$ cat src/rtl/vend_pkg.sv
// vend_pkg: shared types, coin/change encodings and helpers for the vending controller.
//   vend_state_e : controller state (StIdle, StCredit, StVend, StChange)
//   COIN_*       : coin_in encodings; CHG_* : chg_coin encodings
//   coin_value() : coin code -> credit units
//   price_of()   : extract one price from a packed price vector
package vend_pkg;

    typedef enum logic [1:0] {
        StIdle,
        StCredit,
        StVend,
        StChange
    } vend_state_e;

    localparam logic [1:0] COIN_NONE = 2'b00;
    localparam logic [1:0] COIN_2    = 2'b01;
    localparam logic [1:0] COIN_3    = 2'b10;
    localparam logic [1:0] COIN_4    = 2'b11;

    localparam logic [1:0] CHG_NONE  = 2'b00;
    localparam logic [1:0] CHG_1     = 2'b01;
    localparam logic [1:0] CHG_2     = 2'b10;
    localparam logic [1:0] CHG_4     = 2'b11;

    // Upper bounds for price_of's fixed-width argument.
    localparam int unsigned MAX_PROD     = 8;
    localparam int unsigned MAX_CREDIT_W = 16;
    localparam int unsigned MAX_PRICES_W = MAX_PROD * MAX_CREDIT_W;

    function automatic logic [2:0] coin_value(input logic [1:0] code);
        logic [2:0] val;
        case (code)
            COIN_2:  val = 3'd2;
            COIN_3:  val = 3'd3;
            COIN_4:  val = 3'd4;
            default: val = 3'd0;
        endcase
        return val;
    endfunction

    function automatic logic [MAX_CREDIT_W-1:0] price_of(input logic [MAX_PRICES_W-1:0] prices,
                                                         input int unsigned credit_w,
                                                         input int unsigned idx);
        logic [MAX_PRICES_W-1:0] shifted;
        logic [MAX_CREDIT_W-1:0] mask;
        shifted = prices >> (idx * credit_w);
        mask    = MAX_CREDIT_W'((32'd1 << credit_w) - 32'd1);
        return MAX_CREDIT_W'(shifted) & mask;
    endfunction

endpackage

$ cat src/rtl/vend_change_gen.sv
// vend_change_gen: greedy change-coin selector (largest of 4, 2, 1 not above remaining).
//   remaining : credit still owed (CREDIT_W bits)
//   coin_code : chg_coin encoding of the selected coin, CHG_NONE when remaining is 0
//   coin_val  : value of the selected coin in credit units
module vend_change_gen
    import vend_pkg::*;
#(
    parameter int unsigned CREDIT_W = 6
) (
    input  logic [CREDIT_W-1:0] remaining,
    output logic [1:0]          coin_code,
    output logic [2:0]          coin_val
);

    always_comb begin
        coin_code = CHG_NONE;
        coin_val  = 3'd0;
        if (remaining >= CREDIT_W'(4)) begin
            coin_code = CHG_4;
            coin_val  = 3'd4;
        end else if (remaining >= CREDIT_W'(2)) begin
            coin_code = CHG_2;
            coin_val  = 3'd2;
        end else if (remaining != '0) begin
            coin_code = CHG_1;
            coin_val  = 3'd1;
        end
    end

endmodule

$ cat src/rtl/vend_fsm_multi.sv
// vend_fsm_multi: multi-product vending controller with saturating credit, cancel/refund and a
// one-coin-per-cycle greedy change dispenser. All outputs are registered.
// Optional macro VEND_TIMEOUT_EN adds an inactivity auto-refund in CREDIT.
// Ports:
//   clk, reset (sync, active-high)
//   coin_in, buy, prod_sel, cancel          : one-cycle requests from the input decode
//   credit, ready_vec                       : current credit and per-product affordability
//   vend_valid, vend_id, deny, coin_reject  : purchase / coin result pulses
//   chg_valid, chg_coin                     : change coin strobe and coin code
//   busy, timeout                           : in VEND/CHANGE; auto-refund pulse
module vend_fsm_multi
    import vend_pkg::*;
#(
    parameter int unsigned                  NUM_PROD    = 4,
    parameter int unsigned                  CREDIT_W    = 6,
    parameter logic [NUM_PROD*CREDIT_W-1:0] PRICES      = {6'd7, 6'd5, 6'd3, 6'd2},
    parameter int unsigned                  TIMEOUT_CYC = 1000
) (
    input  logic                        clk,
    input  logic                        reset,
    input  logic [1:0]                  coin_in,
    input  logic                        buy,
    input  logic [$clog2(NUM_PROD)-1:0] prod_sel,
    input  logic                        cancel,
    output logic [CREDIT_W-1:0]         credit,
    output logic [NUM_PROD-1:0]         ready_vec,
    output logic                        vend_valid,
    output logic [$clog2(NUM_PROD)-1:0] vend_id,
    output logic                        deny,
    output logic                        coin_reject,
    output logic                        chg_valid,
    output logic [1:0]                  chg_coin,
    output logic                        busy,
    output logic                        timeout
);

    localparam int unsigned     SEL_W      = $clog2(NUM_PROD);
    localparam int unsigned     SEL_N      = 1 << SEL_W;
    localparam logic [CREDIT_W:0] CREDIT_MAX = {1'b0, {CREDIT_W{1'b1}}};

    vend_state_e         state_q, state_d;
    logic [CREDIT_W-1:0] credit_q, credit_d;
    logic [NUM_PROD-1:0] ready_q, ready_d;
    logic                vend_valid_q, vend_valid_d;
    logic [SEL_W-1:0]    vend_id_q, vend_id_d;
    logic                deny_q, deny_d;
    logic                coin_reject_q, coin_reject_d;
    logic                chg_valid_q, chg_valid_d;
    logic [1:0]          chg_coin_q, chg_coin_d;
    logic                busy_q, busy_d;

    // Price table padded to a power of two so any prod_sel indexes safely.
    logic [CREDIT_W-1:0] price_tbl [SEL_N];
    always_comb begin
        for (int unsigned i = 0; i < SEL_N; i++) begin
            price_tbl[SEL_W'(i)] = (i < NUM_PROD) ?
                CREDIT_W'(price_of(MAX_PRICES_W'(PRICES), CREDIT_W, i)) : '0;
        end
    end

    logic [1:0] chg_code;
    logic [2:0] chg_val;

    vend_change_gen #(
        .CREDIT_W (CREDIT_W)
    ) u_change_gen (
        .remaining (credit_q),
        .coin_code (chg_code),
        .coin_val  (chg_val)
    );

    // Request decode; priority is cancel > buy > coin.
    logic                open_q, coin_present, sel_valid;
    logic                cancel_ok, buy_try, buy_ok, coin_ok, to_fire;
    logic [CREDIT_W-1:0] price_sel;
    logic [CREDIT_W:0]   coin_sum;

    assign open_q       = (state_q == StIdle) || (state_q == StCredit);
    assign coin_present = (coin_in != COIN_NONE);
    assign sel_valid    = (32'(prod_sel) < NUM_PROD);
    assign price_sel    = price_tbl[prod_sel];
    assign coin_sum     = {1'b0, credit_q} + (CREDIT_W+1)'(coin_value(coin_in));
    assign cancel_ok    = (state_q == StCredit) && cancel;
    assign buy_try      = open_q && buy && !cancel_ok;
    assign buy_ok       = buy_try && sel_valid && (credit_q >= price_sel);
    // Any buy in an open state (granted or denied) claims the cycle, so the coin bounces.
    assign coin_ok      = open_q && coin_present && !cancel_ok && !buy && (coin_sum <= CREDIT_MAX);

    // State and output registers.
    always_ff @(posedge clk) begin
        if (reset) begin
            state_q       <= StIdle;
            credit_q      <= '0;
            ready_q       <= '0;
            vend_valid_q  <= 1'b0;
            vend_id_q     <= '0;
            deny_q        <= 1'b0;
            coin_reject_q <= 1'b0;
            chg_valid_q   <= 1'b0;
            chg_coin_q    <= CHG_NONE;
            busy_q        <= 1'b0;
        end else begin
            state_q       <= state_d;
            credit_q      <= credit_d;
            ready_q       <= ready_d;
            vend_valid_q  <= vend_valid_d;
            vend_id_q     <= vend_id_d;
            deny_q        <= deny_d;
            coin_reject_q <= coin_reject_d;
            chg_valid_q   <= chg_valid_d;
            chg_coin_q    <= chg_coin_d;
            busy_q        <= busy_d;
        end
    end

    // Next state and credit.
    always_comb begin
        state_d  = state_q;
        credit_d = credit_q;
        case (state_q)
            StIdle, StCredit: begin
                if (cancel_ok || to_fire) begin
                    state_d = StChange;
                end else if (buy_ok) begin
                    credit_d = credit_q - price_sel;
                    state_d  = StVend;
                end else if (coin_ok) begin
                    credit_d = coin_sum[CREDIT_W-1:0];
                    state_d  = StCredit;
                end
            end
            StVend: begin
                state_d = (credit_q != '0) ? StChange : StIdle;
            end
            StChange: begin
                // The last coin goes out while credit reads 0; leave on the edge after.
                if (credit_q == '0) begin
                    state_d = StIdle;
                end else begin
                    credit_d = credit_q - CREDIT_W'(chg_val);
                end
            end
            default: state_d = StIdle;
        endcase
    end

    // Next values of the registered outputs.
    always_comb begin
        vend_valid_d  = (state_d == StVend);
        vend_id_d     = buy_ok ? prod_sel : vend_id_q;
        deny_d        = buy_try && !buy_ok;
        coin_reject_d = coin_present && !coin_ok;
        chg_valid_d   = (state_q == StChange) && (credit_q != '0);
        chg_coin_d    = chg_valid_d ? chg_code : CHG_NONE;
        busy_d        = (state_d == StVend) || (state_d == StChange);
        ready_d       = '0;
        for (int unsigned i = 0; i < NUM_PROD; i++) begin
            ready_d[i] = !busy_d && (credit_d >= price_tbl[SEL_W'(i)]);
        end
    end

`ifdef VEND_TIMEOUT_EN
    localparam int unsigned       TO_W    = $clog2(TIMEOUT_CYC + 1);
    localparam logic [TO_W-1:0]   TO_LAST = TO_W'(TIMEOUT_CYC - 1);

    logic [TO_W-1:0] to_cnt_q, to_cnt_d;
    logic            timeout_q;
    logic            activity;

    assign activity = coin_present || buy || cancel;

    always_comb begin
        to_cnt_d = '0;
        to_fire  = 1'b0;
        if ((state_q == StCredit) && !activity) begin
            if (to_cnt_q == TO_LAST) begin
                to_fire = 1'b1;
            end else begin
                to_cnt_d = to_cnt_q + TO_W'(1);
            end
        end
    end

    always_ff @(posedge clk) begin
        if (reset) begin
            to_cnt_q  <= '0;
            timeout_q <= 1'b0;
        end else begin
            to_cnt_q  <= to_cnt_d;
            timeout_q <= to_fire;
        end
    end

    assign timeout = timeout_q;
`else
    logic unused_timeout_cyc;
    assign unused_timeout_cyc = ^TIMEOUT_CYC;
    assign to_fire = 1'b0;
    assign timeout = 1'b0;
`endif

    assign credit      = credit_q;
    assign ready_vec   = ready_q;
    assign vend_valid  = vend_valid_q;
    assign vend_id     = vend_id_q;
    assign deny        = deny_q;
    assign coin_reject = coin_reject_q;
    assign chg_valid   = chg_valid_q;
    assign chg_coin    = chg_coin_q;
    assign busy        = busy_q;

endmodule

$ cat config.mk
export PLATFORM = sky130hd
export DESIGN_NAME = vend_fsm_multi
export DESIGN_NICKNAME = d
export VERILOG_FILES = /design/src/rtl/vend_pkg.sv /design/src/rtl/vend_change_gen.sv /design/src/rtl/vend_fsm_multi.sv
export SDC_FILE = /design/constraint.sdc
export NUM_CORES = 1
export LEC_CHECK = 0
export CORE_UTILIZATION = 56
export CTS_CLUSTER_DIAMETER = 60
export DETAILED_ROUTE_END_ITERATION = 16
export PLACE_DENSITY = 0.85
export SYNTH_ARGS = -nofsm -noshare
export SYNTH_HDL_FRONTEND = slang
export SYNTH_SLANG_ARGS = --single-unit
$ cat constraint.sdc
create_clock -name clk -period 7.1 [get_ports clk]
set_input_delay 1.42 -clock clk [delete_from_list [all_inputs] [get_ports clk]]
set_output_delay 1.42 -clock clk [all_outputs]
set_load 0.03 [all_outputs]
### After elaboration in Yosys (flattened, before gate mapping)

Cells that the tools add are included.
W data, S select, Z words.

| storage, ports and cells | value |
|---|---|
| flip-flop bits (word level) | 21 |
| bits of input ports | 8 |
| output and inout bits | 20 |
| logic and storage cells | 81 |

| cells by class | value |
|---|---|
| add/subtract/negate cells | 3 |
| order comparisons | 9 |
| equality and inequality tests | 8 |
| muxes and demuxes | 21 |
| bitwise operators | 2 |
| reduce and logical (&&, ||, !) cells | 28 |

Operator list:

| kind | count |
|---|---|
| $mux W6 | 6 |
| $ge A6 B2 Y1 const B | 3 |
| $ge A6 B3 Y1 const B | 3 |
| $logic_and A1 B1 Y1 | 15 |
| $mux W2 | 7 |
| $bmux W6 S2 | 1 |
| $eq A2 B2 Y1 const B | 6 |
| $pmux W6 S2 | 1 |
| $pmux W3 S3 | 1 |
| $add A6 B3 Y7 | 1 |
| $le A7 B6 Y1 const B | 1 |
| $ge A6 B6 Y1 | 1 |
| $logic_not A6 Y1 | 1 |
| $mux W3 | 2 |
| $pmux W2 S3 | 1 |
| $reduce_bool A6 Y1 | 1 |
| $sub A6 B3 Y6 | 1 |
| $sub A6 B6 Y6 | 1 |
| $logic_not A1 Y1 | 5 |
| $eq A2 B1 Y1 const B | 2 |
| $reduce_or A2 Y1 | 2 |
| $ge A3 B3 Y1 const B | 1 |
| $not A2 Y3 | 1 |
| $logic_not A2 Y1 | 1 |
| 4 further kinds | 6 |

### Logic depth before layout (Yosys ltp)

| depth | value |
|---|---|
| depth in word-level cells | 14 |
| mapped depth | 11 |
| mapped depth without buffers | 11 |

### Hierarchy

From an unflattened synthesis, not the netlist that was laid out.

| unflattened totals | value |
|---|---|
| cells, all modules | 202 |
| area total of the unflattened synthesis | 1649.1 µm² |

Modules (own cells, without submodules):

| module | instances | cells an instance | area each (µm²) | sequential area each (µm²) |
|---|---|---|---|---|
| vend_fsm_multi | 1 | 195 | 1595.3 | 420.4 |
| vend_change_gen | 1 | 7 | 53.8 | 0.0 |

### Worst setup path before layout

OpenSTA, ideal clock, no wires.

| path | value |
|---|---|
| path kind | input to register |
| start | in coin_in[0] |
| end | reg ready_q[0] (netlist: ready_vec[0]) |
| library setup time | 138 ps |
| data arrival time | 3688 ps |
| required time | 6962 ps |
| path slack | 3274 ps |
| stages | 11 |
| buffers on the path | 0 |
| cells stage by stage | inv_1 -> ha_1 -> ha_1 -> inv_1 -> fa_1 -> nor2b_1 -> o2111a_1 -> nor3_1 -> or4_4 -> a2111oi_4 -> a31oi_1 |

| on the way | value |
|---|---|
| longest elaborated chain between the ends | 13 |
| elaborated cells on any way between the ends | 25 |
| classes of those cells | 1 x add/sub; 2 x order compare; 5 x eq/ne; 9 x mux; 8 x reduce/logical |

RTL lines:

| element | RTL line | source |
|---|---|---|
| start: declaration | vend_fsm_multi.sv:21 | `input logic [1:0] coin_in,` |
| parallel branches: the longest is 12 deep, another holds $add A6 B3 Y7 | - |  |
| $logic_and A1 B1 Y1 * | vend_fsm_multi.sv:158 | `ready_d[i] = !busy_d && (credit_d >= price_tbl[SEL_W'(i)]);` |
| end signal: assignment | vend_fsm_multi.sv:105 | `ready_q <= ready_d;` |
| end: declaration | vend_fsm_multi.sv:43 | `logic [NUM_PROD-1:0] ready_q, ready_d;` |

Every way passes the cells marked *.
A chain may end at the register's enable or synchronous reset.

### Worst setup path in the final report

Same ends and word-level chain as after synthesis.

==> flow_summary.toml <==
[timing]
finalHoldViolCount = 0
fmax_mhz = 232
setup_violations = 0
skew_ns = 0.00147
fin_crit_sh_pct = 60.6
slew_viol_final = 0
grt_setup_unrepaired = "false"
period_minus_slack_ns = 4.30
worst_pin_slew_ns = 0.783
holdWs_ns = 0.474
relSlewSlack_pct = 47.7
setup-tns-final_ns = 0

[synth]
ys_seq_elements = 21
synth_area_per_cell_sq_um = 8.57
synth_xor_area_share_pct = 1.73
synth_simple_gate_area_share_pct = 20.6
async_reset_ff_share_pct = 0
syn_nets = 200
syn_inst = 177
synth_area_leaders = "dfxtp_1 (28%), ha_1 (9.9%), nand2_1 (4.5%)"
synth_edf_count = 0
synth_ff_type = "dfxtp_1"
syn_area_sq_um = 1520
synthAdderAreaFrac_pct = 13.8
synth_top_family_by_area = "compound AO/OA/AOI/OAI gates"
synth_cell_types = 52
yosysSeqAreaShare_pct = 27.7
yosys_warnings = 0
synth-compound-area-share_pct = 28.9
yosys.area.top_type = "dfxtp_1"
synth_mux_area_share_pct = 1.98
synth_top_area_share_pct = 27.7

[setup_path]
arrival_ns = 4.50
cp_slowest_stage_delay_ns = 0.51
critPathLaunchType = "primary input"
slowest_stage = "or4_4"
path_buf_inv = 3
crit_chain = "clkdlybuf4s50_1 -> inv_1 -> ha_1 -> ha_1 -> inv_1 -> fa_1 -> nor2b_1 -> o2111a_1 -> nor3_1 -> or4_4 -> a2111oi_4 -> a31oi_1"
critPathCaptureType = "flip-flop"
crit_fanout = 4
worst-endpoint-required_ns = 7.29
cpLargestDelayFamily = "simple AND/OR/NAND/NOR gates"
critical_path_class = "in -> reg"

[drt]
drc_errors = 0
drt_wl_total_mm = 4.06
wire_per_inst_microns = 17.6
drt_iter0_markers = 72
vias = 1466
drtPass1Iterations = 6
vias_per_cell = 6.35
drtAntennaViolNets = 0

[clocking]
htree_levels = 1
path_clk_slew_ns = 0.12
clock-sinks = 21
ctsHoldBuffers = 0
cts_resized = 0
cts_tree = "done"
postCtsSetupBuffers = 0
cts_buffer_depth = 2
cts_root_buf = "clkbuf_4"
clk_latency_ns = 0.31
numCtsBuffers = 3

[grt]
grt_first_pass_wirelength_mm = 6.51
grt_max_degree = 15
grt-ovfl-total = 0
grt_pass1_vias = 1331
globalRouteTotalUtil_pct = 31.9
antenna_found_initial = 0

[placement]
place.gp.congestion = 0.896
placed_cells = 227
place_hpwl_mm = 3.03
io_buffers = 26

[die]
core_area_sq_um = 2520
die_h_microns = 54.1
rows = 18
die-area_sq_um = 2920
io_pins = 28
chipWidth_microns = 54.1
start_util_pct = 60.2

[cells_and_area]
area_delta_synth_final_pct = 19.7
nNetsFinal = 225
drive_gt1_share_pct = 7.46
insertedDiodeCount = 0
utilization_pct = 72.0
fillers = 200
stdcell_count = 231

[pwr]
p_leak_nw = 0.739
powerDensity_nw_per_um2 = 508
ir_drop_v = 0.000435
power_w = 0.000924

[run_status]
outcome = "finished clean"

[min_path]
hp-class = "reg -> reg"

[run]
drv_cap = 0
[worst paths after layout]
path	endpoint	cells after the start	slack, ns	from
max	ready_vec[0]	12	2.80	coin_in[0]
min	vend_id[0]	2	0.47	vend_id[0]
max reg2reg	ready_vec[0]	8	3.80	credit[1]
min reg2reg	vend_id[0]	2	0.47	vend_id[0]
[report_power, final]
| group | internal [W] | switching [W] | total [W] |
|---|---|---|---|
| registers | 0.000158 | 0.0000646 | 0.000223 |
| clock network | 0.0000211 | 0.0000389 | 0.0000600 |
| logic | 0.000256 | 0.000385 | 0.000641 |
| total | 0.000435 | 0.000488 | 0.000924 |
[synthesized netlist by cell type, types with 2 or more instances]
master    instances
a211oi_1          7
a21o_1            4
a21oi_1           6
a31oi_1           2
clkbuf_1          5
dfxtp_1          21
fa_1              3
ha_1             12
inv_1            13
mux2i_1           3
nand2_1          18
nand3b_1          2
nor2_1           16
nor2b_1           3
nor3_1            8
o211ai_1          4
o21a_1            3
o21ai_0           4
o221ai_1          3
o22ai_1           2
o31ai_1           2
or2_2             3
or3_1             2
or4_4             2
xor2_1            2
[tightest hold or removal path, delay by kind of cell, from the launching register on]
| family | cells | cell delay [ns] |
|---|---|---|
| flip-flops | 1 | 0.33 |
| AO/OA/AOI/OAI | 1 | 0.06 |
| AND/OR/NAND/NOR | 1 | 0.05 |
[stage by stage]
| step | worst slack (ns) | area [sq um] |
|---|---|---|
| after floorplan | 3.27 | 1520 |
| after global placement | 2.62 | 1790 |
| after detailed placement | 2.51 | 1790 |
| after CTS | 2.85 | 1820 |
| after global routing | 2.61 | 1820 |
| final | 2.80 | 1820 |
[placed cells by master (no fill, tap or decap), types with 2 or more instances in the layout]
master           instances
nor2_1                  16
nor3_1                   8
xor2_1                   2
ha_1                    12
a31oi_1                  2
o21a_1                   3
o31ai_1                  2
nor2b_1                  3
or4_4                    2
o221ai_1                 3
o211ai_1                 4
fa_1                     3
o21ai_0                  4
clkbuf_4                 3
a21oi_1                  6
o22ai_1                  2
inv_1                   13
clkdlybuf4s50_1         26
mux2i_1                  3
or2_2                    3
nand2_1                 18
or3_1                    2
nand3b_1                 2
a21o_1                   4
dfxtp_1                 21
a211oi_1                 7
[per-layer routing]
metal  up-vias  wire length, microns  GRT usage, %  part of all wire (%)
li1        707                     -             -                     -
met1       668                  1780          42.3                    44
met2        77                  1870          50.6                    46
met3        14                   329          7.63                   8.1
met4         0                    83          10.3                   2.0
met5         -                     0             0                     0
[flip-flops by register name, summed over array words and instances (netlist names)]
signal,count
chg_coin,2
vend_id,2
credit,6
ready_vec,4
state_q,2
coin_reject,1
chg_valid,1
busy,1
vend_valid,1
deny,1
[layout make-up]
class,count,area (sq um),share of cell area [%]
Tap cell,30,37.5,2.07
Clock buffer,3,22.5,1.24
Timing Repair Buffer,26,260,14.3
Inverter,13,48.8,2.69
Clock inverter,1,5.00,0.275
Sequential cell,21,420,23.1
Multi-Input combinational cell,137,1020,56.3
[logic make-up (layout without fill, tap and decap cells)]
group / count (synthesis) / after routing
DFF: 21 / 21
other: 1 / 1
buffers and inverters: 19 / 43
AOI/OAI and AO/OA: 53 / 53
muxes: 3 / 3
and+or+nand+nor: 62 / 62
adders and majority gates: 15 / 15
xor gates and xnor gates: 3 / 3
Power figures use the tool's default switching activity.
